==> src/rtl/instr_stream_encoder.sv <==
// Encodes mnemonic/operand pairs into 9-bit instruction words and writes them to
// instruction memory via a small FIFO. Optional running checksum: ENC_CHECKSUM_EN.
module instr_stream_encoder #(
  parameter int T     = 10,
  parameter int DEPTH = 4
) (
  input  logic         clk_i,
  input  logic         reset_i,
  input  logic         start_i,
  input  logic [T-1:0] base_addr_i,
  input  logic         in_valid_i,
  output logic         in_ready_o,
  input  logic [4:0]   in_mnem_i,
  input  logic [7:0]   in_opnd_i,
  input  logic         in_last_i,
  output logic         imem_we_o,
  output logic [T-1:0] imem_addr_o,
  output logic [8:0]   imem_wdata_o,
  input  logic         imem_gnt_i,
  output logic         busy_o,
  output logic         done_o,
  output logic         err_o,
  output logic [T:0]   word_count_o,
  output logic [8:0]   checksum_o
);

  localparam int AW = (DEPTH > 1) ? $clog2(DEPTH) : 1;

  // state   | meaning
  // S_IDLE  | waiting for start
  // S_LOAD  | accepting instructions
  // S_DRAIN | last accepted, flushing FIFO and pending write
  // S_DONE  | one-cycle done pulse
  typedef enum logic [1:0] {S_IDLE, S_LOAD, S_DRAIN, S_DONE} state_t;

  state_t         state_q, state_d;
  logic [8:0]     fifo_q [DEPTH];
  logic [AW-1:0]  wr_ptr_q, wr_ptr_d, rd_ptr_q, rd_ptr_d;
  logic [AW:0]    count_q, count_d;
  logic           we_q, we_d;
  logic [T-1:0]   addr_q, addr_d;
  logic [8:0]     wdata_q, wdata_d;
  logic [T-1:0]   ptr_q, ptr_d;
  logic           ovf_q, ovf_d;
  logic           err_q, err_d;
  logic [T:0]     wcnt_q, wcnt_d;

  logic [8:0]     enc_word;
  logic           enc_legal;
  logic           reg_ok, sform_ok, gform_ok;
  logic           fifo_full, in_ready, accept, push, pop, grant, start_ok;

  always_comb begin
    enc_word  = '0;
    enc_legal = 1'b0;
    reg_ok    = (in_opnd_i[7:4] == 4'd0);
    sform_ok  = (in_opnd_i[7:3] == 5'b00001);
    gform_ok  = (in_opnd_i[7:3] == 5'd0);
    unique case (in_mnem_i)
      5'd0:  begin enc_word = {1'b1, in_opnd_i};                   enc_legal = 1'b1;     end
      5'd1:  begin enc_word = {5'b0_0000, in_opnd_i[3:0]};         enc_legal = reg_ok;   end
      5'd2:  begin enc_word = {5'b0_0001, in_opnd_i[3:0]};         enc_legal = reg_ok;   end
      5'd3:  begin enc_word = {5'b0_0010, 1'b0, in_opnd_i[2:0]};   enc_legal = sform_ok; end
      5'd4:  begin enc_word = {5'b0_0010, 1'b1, in_opnd_i[2:0]};   enc_legal = sform_ok; end
      5'd5:  begin enc_word = {5'b0_0011, 1'b0, in_opnd_i[2:0]};   enc_legal = sform_ok; end
      5'd6:  begin enc_word = {5'b0_0011, 1'b1, in_opnd_i[2:0]};   enc_legal = gform_ok; end
      5'd7:  begin enc_word = {5'b0_0100, in_opnd_i[3:0]};         enc_legal = reg_ok;   end
      5'd8:  begin enc_word = {5'b0_0110, in_opnd_i[3:0]};         enc_legal = reg_ok;   end
      5'd9:  begin enc_word = {5'b0_0111, in_opnd_i[3:0]};         enc_legal = reg_ok;   end
      5'd10: begin enc_word = {5'b0_1000, 1'b0, in_opnd_i[2:0]};   enc_legal = gform_ok; end
      5'd11: begin enc_word = {5'b0_1000, 1'b1, in_opnd_i[2:0]};   enc_legal = gform_ok; end
      5'd12: begin enc_word = {5'b0_1001, in_opnd_i[3:0]};         enc_legal = reg_ok;   end
      5'd13: begin enc_word = {5'b0_1010, in_opnd_i[3:0]};         enc_legal = reg_ok;   end
      5'd14: begin enc_word = 9'h0B0;                              enc_legal = 1'b1;     end
      5'd15: begin enc_word = {5'b0_1110, 1'b0, in_opnd_i[2:0]};   enc_legal = gform_ok; end
      5'd16: begin enc_word = {5'b0_1110, 1'b1, in_opnd_i[2:0]};   enc_legal = gform_ok; end
      5'd17: begin enc_word = {5'b0_1111, 1'b0, in_opnd_i[2:0]};   enc_legal = gform_ok; end
      5'd18: begin enc_word = {5'b0_1111, 1'b1, in_opnd_i[2:0]};   enc_legal = gform_ok; end
      default: begin enc_word = '0;                                enc_legal = 1'b0;     end
    endcase
  end

  assign fifo_full = (count_q == (AW+1)'(DEPTH));
  assign in_ready  = (state_q == S_LOAD) && !fifo_full;
  assign accept    = in_valid_i && in_ready;
  assign push      = accept && enc_legal;
  assign grant     = we_q && imem_gnt_i;
  assign pop       = (!we_q || imem_gnt_i) && (count_q != '0);
  assign start_ok  = (state_q == S_IDLE) && start_i;

  always_comb begin
    state_d  = state_q;
    wr_ptr_d = wr_ptr_q;
    rd_ptr_d = rd_ptr_q;
    count_d  = count_q;
    we_d     = we_q;
    addr_d   = addr_q;
    wdata_d  = wdata_q;
    ptr_d    = ptr_q;
    ovf_d    = ovf_q;
    err_d    = err_q;
    wcnt_d   = wcnt_q;

    if (grant) begin
      we_d   = 1'b0;
      wcnt_d = wcnt_q + (T+1)'(1);
      // The top address is writable, but the pointer parks there instead of wrapping.
      if (addr_q == {T{1'b1}}) ovf_d = 1'b1;
      else                     ptr_d = ptr_q + T'(1);
    end

    if (pop) begin
      rd_ptr_d = rd_ptr_q + AW'(1);
      if (ovf_d) begin
        err_d = 1'b1;
      end else begin
        we_d    = 1'b1;
        addr_d  = ptr_d;
        wdata_d = fifo_q[rd_ptr_q];
      end
    end

    if (accept && !enc_legal) err_d = 1'b1;
    if (push) wr_ptr_d = wr_ptr_q + AW'(1);

    if (push && !pop)      count_d = count_q + (AW+1)'(1);
    else if (!push && pop) count_d = count_q - (AW+1)'(1);

    unique case (state_q)
      S_IDLE:  if (start_i) state_d = S_LOAD;
      S_LOAD:  if (accept && in_last_i) state_d = S_DRAIN;
      S_DRAIN: if ((count_q == '0) && !we_q) state_d = S_DONE;
      S_DONE:  state_d = S_IDLE;
      default: state_d = S_IDLE;
    endcase

    if (start_ok) begin
      wr_ptr_d = '0;
      rd_ptr_d = '0;
      count_d  = '0;
      we_d     = 1'b0;
      ptr_d    = base_addr_i;
      ovf_d    = 1'b0;
      err_d    = 1'b0;
      wcnt_d   = '0;
    end
  end

  always_ff @(posedge clk_i) begin
    if (push) fifo_q[wr_ptr_q] <= enc_word;
  end

  always_ff @(posedge clk_i) begin
    if (reset_i) begin
      state_q  <= S_IDLE;
      wr_ptr_q <= '0;
      rd_ptr_q <= '0;
      count_q  <= '0;
      we_q     <= 1'b0;
      addr_q   <= '0;
      wdata_q  <= '0;
      ptr_q    <= '0;
      ovf_q    <= 1'b0;
      err_q    <= 1'b0;
      wcnt_q   <= '0;
    end else begin
      state_q  <= state_d;
      wr_ptr_q <= wr_ptr_d;
      rd_ptr_q <= rd_ptr_d;
      count_q  <= count_d;
      we_q     <= we_d;
      addr_q   <= addr_d;
      wdata_q  <= wdata_d;
      ptr_q    <= ptr_d;
      ovf_q    <= ovf_d;
      err_q    <= err_d;
      wcnt_q   <= wcnt_d;
    end
  end

`ifdef ENC_CHECKSUM_EN
  logic [8:0] chk_q, chk_d;

  always_comb begin
    chk_d = chk_q;
    if (grant)    chk_d = chk_q ^ wdata_q;
    if (start_ok) chk_d = '0;
  end

  always_ff @(posedge clk_i) begin
    if (reset_i) chk_q <= '0;
    else         chk_q <= chk_d;
  end

  assign checksum_o = chk_q;
`else
  assign checksum_o = '0;
`endif

  assign in_ready_o   = in_ready;
  assign imem_we_o    = we_q;
  assign imem_addr_o  = addr_q;
  assign imem_wdata_o = wdata_q;
  assign busy_o       = (state_q == S_LOAD) || (state_q == S_DRAIN);
  assign done_o       = (state_q == S_DONE);
  assign err_o        = err_q;
  assign word_count_o = wcnt_q;

endmodule

==> config.mk <==
export PLATFORM = sky130hd
export DESIGN_NAME = instr_stream_encoder
export DESIGN_NICKNAME = d
export VERILOG_FILES = /design/src/rtl/instr_stream_encoder.sv
export SDC_FILE = /design/constraint.sdc
export NUM_CORES = 1
export LEC_CHECK = 0
export BUFFER_PORTS_ARGS = -buffer_cell sky130_fd_sc_hd__buf_2
export CAP_MARGIN = 20
export CORE_MARGIN = 4
export CORE_UTILIZATION = 45
export DETAILED_ROUTE_END_ITERATION = 8
export GPL_ROUTABILITY_DRIVEN = 0
export PLACE_DENSITY = 0.77
export RECOVER_POWER = 25
export SETUP_SLACK_MARGIN = 0.2
export SYNTH_ARGS = -nofsm -noshare
export SYNTH_HDL_FRONTEND = slang
export SYNTH_SLANG_ARGS = --single-unit
==> constraint.sdc <==
create_clock -name clk_i -period 5.8 [get_ports clk_i]
set_input_delay 0.29 -clock clk_i [delete_from_list [all_inputs] [get_ports clk_i]]
set_output_delay 0.29 -clock clk_i [all_outputs]
set_load 0.02 [all_outputs]
==> results_dict.tcl <==
set metrics [dict create \
    postCtsSetupBuffers 0 \
    clk_latency_ps 350 \
    dr.pass1.iters 4 \
    crit_path_max_fanout 15 \
    nFillCells 783 \
    cts_hold_buf 0 \
    vdd_ir_drop_max_v 0.000164 \
    crit_path_end_kind "flop" \
    die_h_um 104 \
    maxSlewViolCount 0 \
    worstPathArrival_ps 3120 \
    async_flop_share 0 \
    cts_sinks 88 \
    ys_types 53 \
    min_period_over_period 0.490 \
    cp_data_required_time_ps 6080 \
    cts.clk_slew.worst_paths_ps 90 \
    grt_overflow 0 \
    synth_common_cells "nor2_1, dfxtp_1, edfxtp_1, nand2_1, a21oi_1" \
    hold_viol 0 \
    post-route-worst-setup-slack_ps 2960 \
    area_delta_synth_final_pct 11.9 \
    synth-seq-cells 88 \
    multi_input_area_um2 1880 \
    drtIter0Drc 179 \
    seq_area_um2 2120 \
    cap_violations 0 \
    slew-limit-headroom 0.536 \
    fmax_mhz 352 \
    whs_path_depth 3 \
    core_um2 8850 \
    cts_buffers 9 \
    hold_path_class "input pin to flop" \
    drive_above_1_share 0.157 \
    r2r_cells 11 \
    skew_ps 7.37 \
    antenna_found_initial 0 \
    row_count 34 \
    vias 3073 \
    dp_hpwl_um 6270 \
    grt_max_degree 34 \
    yosysWarnings 0 \
    grt_pass1_vias 3006 \
    ant_nets 0 \
    io_buffers 63 \
    seq_area_frac_synth 0.509 \
    cp-start-kind "input pin" \
    avgSynthCellArea_um2 10.4 \
    setup-tns-final_ps 0 \
    crit_type "input pin to flop" \
    top_level_ports 73 \
    start_util 0.471 \
    cts_root_buf "clkbuf_8" \
    setup_violations 0 \
    synthMostInstantiatedCell "nor2_1" \
    powerDensity_nw_per_um2 412 \
    ctsResizeCount 0 \
    grtUsageTotal 0.161 \
    final_net_count 495 \
    yosys.area.top_type_share 0.259 \
    vias_per_cell 5.43 \
    drt_wl_total_um 8410 \
    dieArea_um2 10900 \
    p_leak_uw 0.00170 \
    syn_inst 399 \
    clock_path_buffers 2 \
    cts_max_level 3 \
    grt_pass1_wl_um 14400 \
    synth_area_leaders "edfxtp_1, dfxtp_1, nor2_1, mux4_2, ha_1" \
    synth_area_leader_cell "edfxtp_1" \
    cts_tree "done" \
    status "finished clean" \
    synth_edf_count 36 \
    rsz0062_at_grt "false" \
    netlist_area_um2 4170 \
    die_x_um 104 \
    tightest_slew_ps 696 \
    dominantRegCellSynth "dfxtp_1" \
    remaining_drc_errors 0 \
    fin_crit_ps 2840 \
    wl_per_cell_um 14.9 \
    diodes 0 \
    pre_cts_ws_ps 2720 \
]
## per-stage QoR
stage / util / hold WS, ps / cell area (µm²) / total power [µW] / cells
floorplan: - / 461 / 4200 / 1360 / 407
global placement: 0.509 / 442 / 4500 / 1520 / 550
detailed placement: 0.509 / 443 / 4500 / 1540 / 550
CTS: 0.531 / 209 / 4700 / 1950 / 566
global route: 0.527 / 233 / 4670 / 2070 / 566
finish: 0.527 / 217 / 4670 / 1920 / 566
## cells in the final DEF, fill, tap and decap left out, types with 6 or more instances in the layout
cell and n:
a21oi_1 24, edfxtp_1 36, xnor2_1 13, dfxtp_1 52, inv_1 9, nor3_1 12
a211oi_1 16, conb_1 9, mux4_2 9, nor2_1 56, xor2_1 11, nand2_1 35
mux2i_1 7, ha_1 12, clkbuf_8 9, nand3_1 7, buf_2 39, o21ai_0 6
clkbuf_1 24, and2_1 9
## critical path, cell delays in order
cell	delay, ps
clkbuf_1	410
or3b_1	200
o2111ai_1	130
a2111o_1	450
a21oi_2	320
ha_1	240
inv_1	60
fa_1	390
xor2_1	180
or3_1	310
a21oi_1	130
## final timing paths
| check | startpoint | end | slack (ps) |
|---|---|---|---|
| setup / recovery | in_mnem_i[1] | count_q[2] | 2960 |
| hold / removal | base_addr_i[9] | ptr_q[9] | 220 |
| setup reg to reg | state_q[1] | count_q[2] | 3170 |
| hold reg to reg | imem_wdata_o[5] | imem_wdata_o[5] | 460 |
## cell type report
cell class | count | share of cell area
Clock buffer | 9 | 0.0265
Timing Repair Buffer | 64 | 0.0628
Multi-Input combinational cell | 280 | 0.404
Clock inverter | 7 | 0.0153
Inverter | 10 | 0.00805
Tap cell | 108 | 0.0290
Sequential cell | 88 | 0.455
## metal layers
| metal | vias to the layer above | track usage | wire, µm |
|---|---|---|---|
| li1 | 1514 | - | - |
| met1 | 1451 | 0.207 | 3720 |
| met2 | 98 | 0.269 | 4100 |
| met3 | 10 | 0.0298 | 459 |
| met4 | 0 | 0.0617 | 124 |
| met5 | - | 0 | 0 |
## state kept, by name, summed over array words and instances (netlist names)
register      cells
ovf_q             1
imem_wdata_o      9
count_q           3
fifo_q           36
err_o             1
wr_ptr_q          2
state_q           2
word_count_o     11
rd_ptr_q          2
imem_we_o         1
ptr_q            10
imem_addr_o      10
## power by group
part | switching, µW | total [µW] | internal [µW] | leakage, µW
Combinational | 425 | 672 | 247 | 0.000856
Clock | 215 | 414 | 199 | 0.0000894
Sequential | 93.5 | 839 | 746 | 0.000753
Total | 733 | 1920 | 1190 | 0.00170
## kinds of logic (layout without fill, tap and decap cells)
| family | Yosys count | after routing | synth area share |
|---|---|---|---|
| simple gates | 148 | 148 | 0.171 |
| flops | 88 | 88 | 0.509 |
| compound gates | 70 | 70 | 0.116 |
| buf+inv | 39 | 90 | 0.0465 |
| xor+xnor | 24 | 24 | 0.0504 |
| mux | 16 | 16 | 0.0654 |
| fa+ha+maj | 13 | 13 | 0.0408 |
| other cells | 1 | 9 | 0.000899 |
Note: power is estimated with default switching activity, not from simulation.
